--- config.mk ---
export PLATFORM = sky130hd
export DESIGN_NAME = alu_issue_ctrl
export DESIGN_NICKNAME = d
export VERILOG_FILES = /design/src/rtl/alu_pkg.sv /design/src/rtl/alu_issue_ctrl_regfile.sv /design/src/rtl/alu_issue_ctrl.sv
export SDC_FILE = /design/constraint.sdc
export NUM_CORES = 1
export LEC_CHECK = 0
export ABC_AREA = 1
export CORE_MARGIN = 5
export CORE_UTILIZATION = 45
export DETAILED_ROUTE_END_ITERATION = 12
export HOLD_SLACK_MARGIN = 0.06
export PLACE_DENSITY = 0.63
export SETUP_SLACK_MARGIN = 0.4
export SYNTH_ARGS = -nofsm -noshare
export SYNTH_HDL_FRONTEND = slang
export SYNTH_SLANG_ARGS = --single-unit
--- constraint.sdc ---
create_clock -name clk_i -period 5.1 [get_ports clk_i]
set_clock_uncertainty 0.15 [all_clocks]
set_input_delay 0.51 -clock clk_i [delete_from_list [all_inputs] [get_ports clk_i]]
set_output_delay 0.51 -clock clk_i [all_outputs]
set_load 0.02 [all_outputs]
--- src/rtl/alu_pkg.sv ---
// alu_pkg
// Shared definitions for the ALU issue controller: opcode encodings,
// instruction field positions, FSM state encoding and a compare-op helper.
package alu_pkg;

    localparam logic [2:0] OP_AND = 3'b000;
    localparam logic [2:0] OP_ADD = 3'b001;
    localparam logic [2:0] OP_SLL = 3'b010;
    localparam logic [2:0] OP_SRL = 3'b011;
    localparam logic [2:0] OP_SUB = 3'b100;
    localparam logic [2:0] OP_SLT = 3'b101;
    localparam logic [2:0] OP_ABS = 3'b110;
    localparam logic [2:0] OP_SEQ = 3'b111;

    localparam int INSTR_W = 9;
    localparam int OP_MSB  = 8;
    localparam int OP_LSB  = 6;
    localparam int RS_MSB  = 5;
    localparam int RS_LSB  = 3;
    localparam int RT_MSB  = 2;
    localparam int RT_LSB  = 0;

    typedef enum logic [1:0] {
        ST_IDLE = 2'b00,
        ST_READ = 2'b01,
        ST_EXEC = 2'b10,
        ST_WB   = 2'b11
    } state_t;

    // Compare ops retire into CB instead of the register file.
    function automatic logic is_compare(input logic [2:0] op);
        return (op == OP_SLT) || (op == OP_SEQ);
    endfunction

endpackage

--- src/rtl/alu_issue_ctrl_regfile.sv ---
// alu_regfile
// 8x8 register file: two combinational operand read ports, one combinational
// debug read port and one synchronous write port. All entries reset to 0.
// Ports:
//   clk_i, rst_i      clock, async active-high reset
//   we_i/waddr_i/wdata_i  write port
//   raddr_a_i/rdata_a_o, raddr_b_i/rdata_b_o  operand read ports
//   dbg_addr_i/dbg_data_o  debug read port
module alu_regfile #(
    parameter int NREGS = 8,
    parameter int WIDTH = 8
) (
    input  logic             clk_i,
    input  logic             rst_i,
    input  logic             we_i,
    input  logic [2:0]       waddr_i,
    input  logic [WIDTH-1:0] wdata_i,
    input  logic [2:0]       raddr_a_i,
    output logic [WIDTH-1:0] rdata_a_o,
    input  logic [2:0]       raddr_b_i,
    output logic [WIDTH-1:0] rdata_b_o,
    input  logic [2:0]       dbg_addr_i,
    output logic [WIDTH-1:0] dbg_data_o
);

    logic [WIDTH-1:0] mem [NREGS];

    always_ff @(posedge clk_i or posedge rst_i) begin
        if (rst_i) begin
            for (int i = 0; i < NREGS; i++) begin
                mem[i] <= '0;
            end
        end else if (we_i) begin
            mem[waddr_i] <= wdata_i;
        end
    end

    assign rdata_a_o  = mem[raddr_a_i];
    assign rdata_b_o  = mem[raddr_b_i];
    assign dbg_data_o = mem[dbg_addr_i];

endmodule

--- src/rtl/alu_issue_ctrl.sv ---
// alu_issue_ctrl
// Multi-cycle issue controller for the 8-bit datapath ALU. Accepts one
// instruction per four cycles, reads operands from the internal register
// file, presents them to the external ALU, and writes the result back to a
// register or (for compare ops) to the condition bit.
// Ports:
//   clk_i, rst_i                   clock, async active-high reset
//   instr_valid_i/instr_ready_o/instr_i  instruction handshake
//   alu_opcode_o/alu_rs_o/alu_rt_o   ALU inputs (registered)
//   alu_result_i/alu_zero_i          ALU outputs
//   cb_o                             condition bit
//   done_o                           one-cycle retire pulse
//   dbg_addr_i/dbg_data_o            combinational register peek
//
// state   | meaning
// --------+---------------------------------------------------------
// IDLE    | ready for a new instruction; handshake latches instr_i
// READ    | latch R[rs] and R[rt] into the operand registers
// EXEC    | ALU sees opcode/operands; capture result and zero flag
// WB      | commit capture to R[rd] or CB; done_o is high
module alu_issue_ctrl
    import alu_pkg::*;
#(
    parameter int NREGS = 8,
    parameter int WIDTH = 8
) (
    input  logic               clk_i,
    input  logic               rst_i,
    input  logic               instr_valid_i,
    output logic               instr_ready_o,
    input  logic [INSTR_W-1:0] instr_i,
    output logic [2:0]         alu_opcode_o,
    output logic [WIDTH-1:0]   alu_rs_o,
    output logic [WIDTH-1:0]   alu_rt_o,
    input  logic [WIDTH-1:0]   alu_result_i,
    input  logic               alu_zero_i,
    output logic               cb_o,
    output logic               done_o,
    input  logic [2:0]         dbg_addr_i,
    output logic [WIDTH-1:0]   dbg_data_o
);

    state_t             state;
    logic [INSTR_W-1:0] instr_q;
    logic [WIDTH-1:0]   op_a_q;
    logic [WIDTH-1:0]   op_b_q;
    logic [WIDTH-1:0]   cap_result_q;
    logic               cap_zero_q;

    logic [2:0]         op_field;
    logic [2:0]         rs_field;
    logic [2:0]         rt_field;
    logic [WIDTH-1:0]   rf_rdata_a;
    logic [WIDTH-1:0]   rf_rdata_b;
    logic               rf_we;

    assign op_field = instr_q[OP_MSB:OP_LSB];
    assign rs_field = instr_q[RS_MSB:RS_LSB];
    assign rt_field = instr_q[RT_MSB:RT_LSB];

    // The write lands on the edge that leaves WB, so dbg_data_o shows the
    // old value during WB and the new one in the following IDLE cycle.
    assign rf_we = (state == ST_WB) && !is_compare(op_field);

    alu_regfile #(
        .NREGS (NREGS),
        .WIDTH (WIDTH)
    ) u_regfile (
        .clk_i      (clk_i),
        .rst_i      (rst_i),
        .we_i       (rf_we),
        .waddr_i    (rs_field),
        .wdata_i    (cap_result_q),
        .raddr_a_i  (rs_field),
        .rdata_a_o  (rf_rdata_a),
        .raddr_b_i  (rt_field),
        .rdata_b_o  (rf_rdata_b),
        .dbg_addr_i (dbg_addr_i),
        .dbg_data_o (dbg_data_o)
    );

    // ALU inputs come straight from registers so they never glitch or go X.
    assign alu_opcode_o = op_field;
    assign alu_rs_o     = op_a_q;
    assign alu_rt_o     = op_b_q;

    always_ff @(posedge clk_i or posedge rst_i) begin
        if (rst_i) begin
            state         <= ST_IDLE;
            instr_q       <= '0;
            op_a_q        <= '0;
            op_b_q        <= '0;
            cap_result_q  <= '0;
            cap_zero_q    <= 1'b0;
            cb_o          <= 1'b0;
            done_o        <= 1'b0;
            instr_ready_o <= 1'b1;
        end else begin
            done_o <= 1'b0;
            case (state)
                ST_IDLE: begin
                    if (instr_valid_i && instr_ready_o) begin
                        instr_q       <= instr_i;
                        instr_ready_o <= 1'b0;
                        state         <= ST_READ;
                    end
                end
                ST_READ: begin
                    op_a_q <= rf_rdata_a;
                    op_b_q <= rf_rdata_b;
                    state  <= ST_EXEC;
                end
                ST_EXEC: begin
                    // Both ALU outputs are captured; only the one relevant to
                    // the op is used in WB, the other may be stale.
                    cap_result_q <= alu_result_i;
                    cap_zero_q   <= alu_zero_i;
                    done_o       <= 1'b1;
                    state        <= ST_WB;
                end
                ST_WB: begin
                    if (is_compare(op_field)) begin
                        cb_o <= cap_zero_q;
                    end
                    instr_ready_o <= 1'b1;
                    state         <= ST_IDLE;
                end
                default: begin
                    instr_ready_o <= 1'b1;
                    state         <= ST_IDLE;
                end
            endcase
        end
    end

endmodule

# Word level (Yosys, flattened, before mapping)
# Cells that the tools add are included.
# word_totals
word_cells	57
out_inout_bits	30
input_bits	24
regBits	103
# op_classes
bitwise	3
mux	17
n_reduce_logical	10
magnitude_cmp	4
n_eq_ne	6
# ops
cell	n
binary-select mux 8 bit (select 3 bit)	3
bitwise mux 64 bit	1
two-way mux 8 bit	7
demux 8 bit (select 3 bit)	1
>= comparator 4 bit (second input constant)	3
inverter 3 -> 4 bit	3
one-hot mux 2 bit (4 select lines)	1
equality test 3 bit (second input constant)	2
AND reduction 2 bit	3
equality test 2 bit (second input constant)	2
< comparator 4 x 1 -> 1 bit (second input constant)	1
logical AND 1 bit	3
equality test 2 x 1 -> 1 bit (second input constant)	1
logical NOT 2 bit	1
two-way mux 1 bit	2
two-way mux 2 bit	1
inequality test 2 bit (second input constant)	1
one-hot mux 1 bit (2 select lines)	1
nonzero test 2 bit	1
logical NOT 1 bit	1
logical OR 1 bit	1

# Depth between registers and ports, before layout
# logic_depth
word_depth	6
mapped_depth	9

# Modules after synthesis
# From an unflattened synthesis, not the netlist that was laid out.
# hier_totals
hier_cells	919
area_unflattened_um2	6077.1
# by_module_without_submodules
module	instances	cells_each	area_per_inst_um2
alu_regfile	1	740	4418.0
alu_issue_ctrl	1	179	1659.1

# Worst setup path after synthesis
# No wires, ideal clock.
# synth_path
kind	input to output
from	input dbg_addr_i[1]
to	output dbg_data_o[5]
slack_ps	3029
t_arrival_ps	1411
path_stages	7
path_cell_list	clkbuf_1 > clkbuf_1 > a21oi_1 > o21ai_0 > o21ai_0 > nand2_1 > nand2_1
# synth_between
elab_chain_len	4
# synth_lines
element	line_no	source
start: declaration	alu_issue_ctrl.sv:39	input logic [2:0] dbg_addr_i,
inverter 3 -> 4 bit (implied by the code)	alu_issue_ctrl_regfile.sv:40	assign dbg_data_o = mem[dbg_addr_i];
binary-select mux 8 bit (select 3 bit)	alu_issue_ctrl_regfile.sv:40	
two-way mux 8 bit (implied by the code) (2 in a row)	alu_issue_ctrl_regfile.sv:40	
end: declaration	alu_issue_ctrl.sv:40	output logic [WIDTH-1:0] dbg_data_o
# No other way between the ends. The select of a mux whose other input is x is not followed.

# Final worst setup path
# layout_path
from	input dbg_addr_i[1]
to	output dbg_data_o[4]
# The elaborated chain is that of the path after synthesis.

==> impl_metrics.csv <==
group,metric,value,unit
run_status,outcome,"finished clean",
clock_network,clock_latency,0.37,ns
routing,drt_first_iter_violations,598,
hold_path,whs_endpoint,"alu_rt_o[0]",
power_and_ir_drop,p_total,1.56,mW
power_and_ir_drop,ir_worst_vdd,0.186,mV
global_routing,met3_usage,7.09,%
sta,period_share,63.0,%
hold_path,min_path_type,"register to register",
worst_setup_path,r2r-end,"alu_rt_o[1]",
worst_setup_path,reg2reg_from,"instr_q[0]",
finish,n_antenna_cell,0,
placed_design,dp_hpwl,12.9,mm
clock_network,cts_setup_buffers,0,
finish,final_core_util,52.4,%
synth,netlist_area,5740,sq um
synth,netlist_instances,814,
floorplanning,io-pin-count,54,
synth,synth_nets,843,
synth,avgSynthCellArea,7.06,sq um
sta,setup_viol,0,
worst_setup_path,path_cells,"clkdlybuf4s50_1 > buf_4 > inv_1 > o21ai_0 > nand2_1 > nand2_1 > clkdlybuf4s50_1",
synth,yosysWarnings,0,
placed_design,port-buffer-count,53,
sta,hold_viol_final,0,
finish,register_area,2580,sq um
worst_setup_path,worstPathRequired,4.44,ns
clock_network,clock_sinks,103,
routing,vias_per_cell,5.47,
clock_network,htree_num_levels,3,
routing,first_pass_iters,5,
run,maxCapViolations,0,
clock_network,cts_made_buffers,9,
sta,period_needed,3.21,ns
routing,vias,5541,
global_routing,antenna_found_initial,0,
floorplanning,core,12600,sq um
global_routing,busiest_layer,"met2",
synth,ys_seq_elements,103,
finish,drive_above_1_share,4.52,%
worst_setup_path,cp_slowest_cell,"clkdlybuf4s50_1",
finish,nNetsFinal,865,
global_routing,overflow,0,
worst_setup_path,max_stage_delay,0.62,ns
routing,antenna_left,0,
hold_path,min_from,"alu_rt_o[0]",
floorplanning,die_area,15100,sq um
power_and_ir_drop,p_leak,3.17,nW
worst_setup_path,crit_fanout,17,
finish,synthToLayoutAreaGrowth,14.6,%
floorplanning,rows,41,
synth,seq_area_frac_synth,44.9,%
worst_setup_path,rrSetupSlack,2.18,ns
sta,slew_viol_final,0,
clock_network,cts_resized,0,
routing,wirelength,19.1,mm
floorplanning,die_width,123,um
worst_setup_path,worstSetupStartpointType,"primary input",
routing,drc_errors,0,
global_routing,grt_pass1_wl,29.9,mm
power_and_ir_drop,powerDensity,237,nW/um^2
clock_network,clk_path_buf_depth,2,
global_routing,grt_usage,26.7,%
global_routing,globalRouteMet2Util,38.7,%
floorplanning,initial_core_util,45.7,%
hold_path,hold_path_depth,2,
routing,post_drt_wl_per_cell,18.9,um
global_routing,grt_pass1_vias,5202,
clock_network,cts-root-buf,"clkbuf_16",
finish,fillers,1250,
clock_network,hold_buffers,0,
worst_setup_path,reg2reg_depth,6,
sta,max_freq,311,MHz
worst_setup_path,cp.buffers_inverters,4,
worst_setup_path,arrival,2.55,ns
finish,multi_input_area,2590,sq um
clock_network,cts_tree,"built",
worst_setup_path,worstSetupPathType,"primary input to primary output",
global_routing,met1_usage,38.4,%
clock_network,clk_pin_slew,0.07,ns
worst_setup_path,cp-end-kind,"primary output",
synth,ys_types,22,
sta,tns,0,ns
worst_setup_path,path_delay_family,"buffers and inverters",
sta,rsz0062_at_grt,"false",
placed_design,routabilityCongestion,0.943,
sta,max_slew_margin,21.7,%
sta,tightestPinTransition,1.17,ns
global_routing,grt_start_max_net_pins,77,
floorplanning,die_y,123,um
[worst max path at each step]
stage / from / endpoint / slack (ns) / cells past startpoint
finish: dbg_addr_i[1] / dbg_data_o[4] / 1.89 / 7
global route: dbg_addr_i[1] / dbg_data_o[2] / 1.75 / 7
CTS: dbg_addr_i[1] / dbg_data_o[4] / 1.89 / 7
detailed placement: dbg_addr_i[1] / dbg_data_o[4] / 1.90 / 7
global placement: dbg_addr_i[1] / dbg_data_o[4] / 1.92 / 7
floorplan: rst_i / alu_rs_o[0] / 1.74 / 1
[registers in the layout (all words and copies together), names as in the netlist]
name           count
u_regfile.mem     64
cb_o               1
state              2
instr_q            9
alu_rt_o           8
cap_zero_q         1
alu_rs_o           8
cap_result_q       8
instr_ready_o      1
done_o             1
[power by group]
group | switching, mW | leakage [nW] | internal, mW | total (mW)
registers | 0 | 1.36 | 0.816 | 0.816
clock network | 0.335 | 0.136 | 0.336 | 0.671
logic | 0.0433 | 1.68 | 0.0261 | 0.0694
[tightest hold or removal path, cell delays in order (launching register included)]
cell and delay (ns):
dfrtp_1 0.34, nand2_1 0.06, nand2_1 0.05
[cells in the final DEF (no fill, tap or decap), drive strengths merged, types with 5 or more instances in the layout]
| cell | instances |
|---|---|
| inv | 93 |
| clkdlybuf4s50 | 52 |
| dfrtp | 102 |
| a21oi | 41 |
| ha | 5 |
| o21ai | 121 |
| nand2 | 271 |
| clkbuf | 9 |
| buf | 5 |
| nor2 | 39 |
| nand3 | 89 |
| clkinv | 7 |
[per-stage QoR]
stage	hold slack, ns	instance area, sq um	setup WS (ns)	instances
after floorplan	0.300	5740	1.74	814
after global placement	0.312	6300	1.92	997
after detailed placement	0.316	6300	1.90	997
after CTS	0.335	6580	1.89	1013
after global routing	0.361	6580	1.75	1013
final	0.334	6580	1.89	1013
[cells in the mapped netlist (all sizes together)]
library cell    n  share of area [%]
a21boi          1               0.33
a21oi          41                3.6
a22o            1               0.15
buf            21                2.2
clkbuf         25                1.6
clkinv          3               0.20
dfrtp         102                 44
dfstp           1               0.46
ha              5                1.1
inv            91                5.9
nand2         271                 18
nand3          89                8.1
nand4           2               0.22
nor2           39                3.3
o21ai         121                 11
or2             1               0.11
[layout make-up]
type                    count  area share, %
repair buffers             57           8.44
clock buffers               9           3.42
well taps                 172           3.27
clock inverters             7          0.856
multi-input cells         571           39.4
inverters                  94           5.40
flip-flops and latches    103           39.2
[per-layer routing]
metal	vias to the layer above	share of wire [%]
li1	2633	-
met1	2587	44
met2	286	44
met3	35	9.8
met4	0	2.6
met5	-	0
[cell families after synthesis]
family                     count (synthesis)  synth area share (%)
DFF                                      103                  44.9
AOI/OAI and AO/OA                        164                  14.6
and+or+nand+nor                          402                  29.5
adders and majority gates                  5                  1.09
buffers and inverters                    140                  9.93
No activity file was read; power rests on OpenSTA's default activity.
